File: src/rtl/ddr_frame_reader_mb.sv
// Multi-buffer frame reader: fetches one line per request from the newest completed
// frame buffer as pipelined Avalon-MM read bursts, and emits a marked pixel stream.
module ddr_frame_reader_mb #(
  parameter int unsigned       ADDR_W          = 30,
  parameter int unsigned       DATA_W          = 64,
  parameter int unsigned       PIX_W           = 24,
  parameter int unsigned       BURST_LEN       = 128,
  parameter int unsigned       BURSTS_PER_LINE = 10,
  parameter int unsigned       LINES           = 720,
  parameter int unsigned       LINE_STRIDE     = 1280,
  parameter int unsigned       NUM_BUF         = 3,
  parameter logic [ADDR_W-1:0] BUF_BASE        = '0,
  parameter logic [ADDR_W-1:0] BUF_STRIDE      = ADDR_W'('h100000),
  parameter int unsigned       MAX_OUTST       = 4
) (
  input  logic              clk_100,
  input  logic              reset,
  input  logic              line_request,
  input  logic              done_write_frame,
  input  logic [1:0]        wr_buf_idx,
  output logic [1:0]        rd_buf_idx,
  output logic              frame_buffer_ready,
  output logic              busy,
  output logic              avm_read,
  output logic [ADDR_W-1:0] avm_address,
  output logic [7:0]        avm_burstcount,
  input  logic              avm_waitrequest,
  input  logic [DATA_W-1:0] avm_readdata,
  input  logic              avm_readdatavalid,
  output logic [PIX_W-1:0]  pix_data,
  output logic              pix_valid,
  output logic              pix_sof,
  output logic              pix_eol,
  output logic [7:0]        count_read_frame,
  output logic [1:0]        fsm_state
);

  localparam int unsigned WORDS  = BURST_LEN * BURSTS_PER_LINE;
  localparam int unsigned WORD_W = (WORDS > 1) ? $clog2(WORDS) : 1;
  localparam int unsigned BEAT_W = (BURST_LEN > 1) ? $clog2(BURST_LEN) : 1;
  localparam int unsigned LINE_W = (LINES > 1) ? $clog2(LINES) : 1;
  localparam int unsigned OUT_W  = $clog2(MAX_OUTST + 1);
  localparam int unsigned ISS_W  = $clog2(BURSTS_PER_LINE + 1);

  typedef enum logic [1:0] {
    S_IDLE  = 2'd0,
    S_WAIT  = 2'd1,
    S_ISSUE = 2'd2,
    S_DRAIN = 2'd3
  } state_t;

  state_t            state;
  logic [1:0]        latest;
  logic [LINE_W-1:0] line_cnt;
  logic [WORD_W-1:0] word_cnt;
  logic [BEAT_W-1:0] beat_cnt;
  logic [OUT_W-1:0]  outstanding;
  logic [ISS_W-1:0]  issued;

  logic              accept;
  logic              beat_valid;
  logic              beat_last;
  logic              word_last;
  logic              burst_done;
  logic [OUT_W-1:0]  outst_next;
  logic [ISS_W-1:0]  issued_next;
  logic [1:0]        start_buf;
  logic [ADDR_W-1:0] line_addr;
  logic              unused_hi;

  // Handshake: a burst is accepted on avm_read && !avm_waitrequest; while stalled,
  // avm_read/avm_address/avm_burstcount stay stable. Beats only count while a burst
  // is outstanding, so words still returning from before a reset are dropped.
  assign accept      = avm_read && !avm_waitrequest;
  assign beat_valid  = avm_readdatavalid && (outstanding != '0);
  assign beat_last   = beat_cnt == BEAT_W'(BURST_LEN - 1);
  assign word_last   = word_cnt == WORD_W'(WORDS - 1);
  assign burst_done  = beat_valid && beat_last;
  assign outst_next  = outstanding + OUT_W'(accept) - OUT_W'(burst_done);
  assign issued_next = issued + ISS_W'(accept);
  assign start_buf   = (line_cnt == '0) ? latest : rd_buf_idx;
  assign line_addr   = BUF_BASE + ADDR_W'(start_buf) * BUF_STRIDE
                     + ADDR_W'(line_cnt) * ADDR_W'(LINE_STRIDE);

  assign avm_burstcount = 8'(BURST_LEN);
  assign fsm_state      = state;
  assign unused_hi      = ^avm_readdata[DATA_W-1:PIX_W];

  always_ff @(posedge clk_100) begin
    if (reset) begin
      state              <= S_IDLE;
      latest             <= '0;
      frame_buffer_ready <= 1'b0;
      rd_buf_idx         <= '0;
      busy               <= 1'b0;
      avm_read           <= 1'b0;
      avm_address        <= '0;
      line_cnt           <= '0;
      word_cnt           <= '0;
      beat_cnt           <= '0;
      outstanding        <= '0;
      issued             <= '0;
      pix_data           <= '0;
      pix_valid          <= 1'b0;
      pix_sof            <= 1'b0;
      pix_eol            <= 1'b0;
      count_read_frame   <= '0;
    end else begin
      if (done_write_frame && (32'(wr_buf_idx) < NUM_BUF)) begin
        latest             <= wr_buf_idx;
        frame_buffer_ready <= 1'b1;
      end

      outstanding <= outst_next;
      if (beat_valid) begin
        beat_cnt <= beat_last ? '0 : beat_cnt + 1'b1;
        word_cnt <= word_last ? '0 : word_cnt + 1'b1;
        pix_data <= avm_readdata[PIX_W-1:0];
      end
      pix_valid <= beat_valid;
      pix_sof   <= beat_valid && (word_cnt == '0) && (line_cnt == '0);
      pix_eol   <= beat_valid && word_last;

      case (state)
        S_IDLE: begin
          if (frame_buffer_ready) state <= S_WAIT;
        end
        S_WAIT: begin
          if (line_request) begin
            state       <= S_ISSUE;
            busy        <= 1'b1;
            avm_read    <= 1'b1;
            avm_address <= line_addr;
            issued      <= '0;
            if (line_cnt == '0) rd_buf_idx <= latest;
          end
        end
        S_ISSUE: begin
          if (accept) avm_address <= avm_address + ADDR_W'(BURST_LEN);
          issued <= issued_next;
          if (issued_next == ISS_W'(BURSTS_PER_LINE)) begin
            state    <= S_DRAIN;
            avm_read <= 1'b0;
          end else begin
            avm_read <= outst_next < OUT_W'(MAX_OUTST);
          end
        end
        S_DRAIN: begin
          if (beat_valid && word_last) begin
            state <= S_WAIT;
            busy  <= 1'b0;
            if (line_cnt == LINE_W'(LINES - 1)) begin
              line_cnt         <= '0;
              count_read_frame <= count_read_frame + 8'd1;
            end else begin
              line_cnt <= line_cnt + 1'b1;
            end
          end
        end
        default: state <= S_IDLE;
      endcase
    end
  end

endmodule

File: config.mk
export PLATFORM = sky130hd
export DESIGN_NAME = ddr_frame_reader_mb
export DESIGN_NICKNAME = d
export VERILOG_FILES = /design/src/rtl/ddr_frame_reader_mb.sv
export SDC_FILE = /design/constraint.sdc
export NUM_CORES = 1
export LEC_CHECK = 0
export ABC_AREA = 1
export ABC_CLOCK_PERIOD_IN_PS = 2400
export CORE_AREA = 2 2 164 166
export CTS_CLUSTER_SIZE = 16
export DETAILED_ROUTE_END_ITERATION = 10
export DIE_AREA = 0 0 166 168
export GPL_TIMING_DRIVEN = 0
export PLACE_DENSITY = 0.56
export SYNTH_ARGS = -nofsm -noshare
export SYNTH_HDL_FRONTEND = slang
export SYNTH_SLANG_ARGS = --single-unit
File: constraint.sdc
create_clock -name clk_100 -period 2.4 [get_ports clk_100]
set_input_delay 0.48 -clock clk_100 [delete_from_list [all_inputs] [get_ports clk_100]]
set_output_delay 0.48 -clock clk_100 [all_outputs]
set_load 0.1 [all_outputs]
==> impl_summary.log <==
[metrics] average size of a mapped cell: approximately 6.8 µm²
[metrics] number of rows created at floorplan: 60
[metrics] clock root cell: sky130_fd_sc_hd__clkbuf_16
[metrics] number of fill cells: between 2000 and 3000
[metrics] Worst Setup Slack, final: 0.03129 ns
[metrics] Fmax: 0.4222 GHz
[metrics] routed wirelength normalized by instance count: about 13 µm
[metrics] cell types with the largest area share after synthesis: sky130_fd_sc_hd__dfxtp_1 (34%), sky130_fd_sc_hd__nand2_1 (12%), sky130_fd_sc_hd__nor2_1 (9.2%)
[metrics] antenna diode count: 0
[metrics] Worst Setup Path Type: reg -> out
[metrics] Max Transition Viols Final: 0
[metrics] largest area contributor in the synthesized netlist: sky130_fd_sc_hd__dfxtp_1
[metrics] Worst Skew: 0.01589 ns
[metrics] finished layout cell area: a little under 8000 µm²
[metrics] Sw Ratio: 49.37%
[metrics] utilization after layout: 30.11%
[metrics] fraction of power consumed by combinational cells: a little under half
[metrics] result of the run: complete, no violations
[metrics] post-synthesis instance total: 875
[metrics] total half-perimeter wirelength after legalization and detailed placement: 12560 µm
[metrics] Rel. slew slack: between 30% and 40%
[metrics] Top delay family on crit path: buffers and inverters
[metrics] Seq pwr share: 31.6%
[metrics] clock tree from TritonCTS: built
[metrics] CTS H-tree depth: 3
[metrics] dpl cell area: 7378 µm²
[metrics] share of the synthesized area in the top cell type: 34.40%
[metrics] first-pass GRT wire length: 27500 µm
[metrics] Compound-Gate Fraction of Synth Area: between 10% and 20%
[metrics] top library cells by usage in the layout, fill and taps aside: sky130_fd_sc_hd__nand2_1 (190), sky130_fd_sc_hd__nor2_1 (142), sky130_fd_sc_hd__inv_1 (98)
[metrics] max-cap violations: 0
[metrics] clock period minus final worst setup slack: between 2 and 2.5 ns
[metrics] Clock Power Share: a little under a quarter
[metrics] NetSw: around 3.3 mW
[metrics] detailed-route wire length: 16810 µm
[metrics] number of buffers on the longest clock path: 2
[metrics] VDD IR-drop max: 0.8752 mV
[metrics] Critical Path Sink Type: output pin
[metrics] slowest library cell on the worst path: sky130_fd_sc_hd__clkdlybuf4s50_1
[metrics] cell-by-cell trace of the critical path: clkdlybuf4s50_1
[metrics] fraction of the yosys area taken by sequential cells: 34.40%
[metrics] initial antenna violation count: 1
[metrics] largest family of logic cells by synthesized area: simple AND/OR/NAND/NOR gates
[metrics] Std-Cell Core Area: 26350 µm²
[metrics] number of storage elements in the synthesis netlist: 102
[metrics] Sink Count: 102
[metrics] die outline width: 166 µm
[metrics] Internal Dissipation: between 3 and 4 mW
[metrics] multiplexer fraction of the synthesized cell area: 0%
[metrics] die footprint: 27890 µm²
[metrics] power density over cell area: 854.7 nW/µm²
[metrics] path type of the worst min-delay path: reg -> reg
[metrics] average via count per standard cell: 4.280
[metrics] worst path required time: about 1.9 ns
[metrics] xor/xnor cell area share of the yosys netlist: ~1.9%
[metrics] clock insertion delay at the later pin of the skew report: around 0.36 ns
[metrics] count of placed standard cells in the final layout, fillers left out: 1344
[metrics] DRC viols: 0
[metrics] number of hold violations in the final report: 0
[metrics] CTS buffer count: 9
[metrics] layout overhead on the synthesized area: 33.68%
[metrics] Final #Nets: around 1100
[metrics] number of buffers and inverters on the critical path: 1
[metrics] number of port buffers: 95
[metrics] detailed router's first-iteration violation count: 350
[metrics] Worst path max stage delay: 1.15 ns
[metrics] count of placed standard cells including taps: 1324
[metrics] area share of and/or/nand/nor cells after synthesis: 32.93%
[metrics] transition at the pin with the smallest max-transition slack: 1.032 ns
[metrics] drt pass-1 iters: 5
[metrics] initial core utilization: 22.53%
[metrics] count of yosys warnings during synthesis: 0
[metrics] aggregate global routing overflow: 0
[metrics] P_leak: 3.360 nW
[metrics] fraction of layout cells with a size suffix above 1: 11.76%
[metrics] final setup violation count: 0
[metrics] critical path startpoint category: register
[metrics] number of global-route vias before repair: 5499
[metrics] Power, Total: approximately 6.8 mW
[metrics] Post-Synthesis Cell Area: 5936 µm²
[metrics] commonest non-fill, non-tap cell in the layout: sky130_fd_sc_hd__nand2_1
[metrics] all-layer global routing usage: 12.16%
[metrics] area taken by multi-input logic gates: 3511 µm²
[metrics] number of synthesized flops with an enable pin: 0
[metrics] last weighted congestion value of the routability-driven placer: a little over 0.8
[metrics] clock transition at the register clock pins on the worst setup and hold paths after CTS: 0.08 ns
[metrics] final critical-path share of the clock period: between 90% and 100%
[metrics] detailed-route via count: around 5800
[metrics] prevailing post-synth register cell: sky130_fd_sc_hd__dfxtp_1
[metrics] adder-cell share of the synthesized area: about 7.6%
[metrics] maximum number of pins on one net before global-route repair: 17
[metrics] worst-path maximum fanout: 4
[metrics] sequential cell area in the final layout: 2078 µm²
[metrics] arrival time of the worst setup path: about 1.9 ns
[metrics] total I/O pin count: approximately 150
[metrics] count of cell types in the netlist: 42
[metrics] floorplan die height: 168 µm
[metrics] Setup Slack @ Placement: -0.7764 ns
[metrics] count of hold buffers inserted by post-cts repair: 0
[metrics] share of async-settable or async-resettable flops after synthesis: 0%
[metrics] remaining antenna violation count: 0
power by group through the flow:
stage,Combinational (mW),Sequential [mW],Clock (mW)
after floorplan,0.985,3.60,0
after global placement,3.16,2.19,0
after detailed placement,3.17,2.20,0
after CTS,3.11,2.15,1.59
after global routing,3.31,2.19,1.65
final,3.10,2.15,1.54
flip-flops by register name (all words and copies together) (netlist names), 2 cells and up:
name	cells
count_read_frame	8
line_cnt	10
beat_cnt	7
issued	4
avm_address	23
outstanding	3
latest	2
fsm_state	2
rd_buf_idx	2
word_cnt	11
pix_data	24
tightest hold or removal path, delay by kind of cell, from the launching register on:
kind          cells  cell delay [ns]
flops             1             0.33
simple gates      2             0.12
worst paths after layout:
check                                   startpoint                           end  slack, ns  cells after the start
setup / recovery  count_read_frame[3]$_SDFFE_PP0P_           count_read_frame[3]       0.03                      1
hold / removal            pix_data[0]$_SDFFE_PP0N_      pix_data[0]$_SDFFE_PP0N_       0.48                      2
setup reg to reg          line_cnt[6]$_SDFFE_PP0P_  avm_address[21]$_SDFFE_PP0P_       0.10                     14
hold reg to reg           pix_data[0]$_SDFFE_PP0N_      pix_data[0]$_SDFFE_PP0N_       0.48                      2
final cells by class:
class	count	area share [%]
plain buffers	42	3.453
clock buffers	10	3.012
clock inverters	5	0.7253
inverters	102	4.841
multi-input cells	641	44.24
flip-flops and latches	102	26.19
well taps	341	5.377
repair buffers	101	12.16
layer usage:
layer	vias to the layer above	global-route usage, %	share of wire, %
met5	-	0	0.077
met4	2	4.159	1.7
met3	19	3.009	5.8
met2	129	20.46	46
met1	2569	15.21	46
li1	3033	-	-
timing repair:
item / 4_1_cts / 5_1_grt
resized for setup: 64 / 25
buffers inserted: 3 / 3
pin swaps: 3 / 6
endpoints found under the setup margin: 36 / 8
synth_stat cells (all sizes together) (15+ instances only):
| cell | instances |
|---|---|
| nand4 | 25 |
| clkbuf | 15 |
| dfxtp | 102 |
| nor3 | 18 |
| inv | 100 |
| nor2 | 152 |
| nand3 | 41 |
| buf | 28 |
| o21ai | 61 |
| ha | 33 |
| nand2 | 198 |
| a21oi | 60 |
stage by stage:
stage           TNS, ns  hold slack, ns
2_1_floorplan         0          0.4376
3_3_place_gp     -2.334          0.4509
3_5_place_dp     -2.386          0.4612
4_1_cts               0          0.4768
5_1_grt        -0.01673          0.5061
6_report              0          0.4780
logic make-up (layout without fill, tap and decap cells):
logic type               Yosys count  count (layout)
buffers and inverters            145             260
flip-flops                       102             102
adder cells (fa/ha/maj)           35              35
other                              2              15
AO/OA/AOI/OAI                    133             133
XOR/XNOR                          13              13
AND/OR/NAND/NOR                  445             445
No activity file was read; power rests on OpenSTA's default activity.
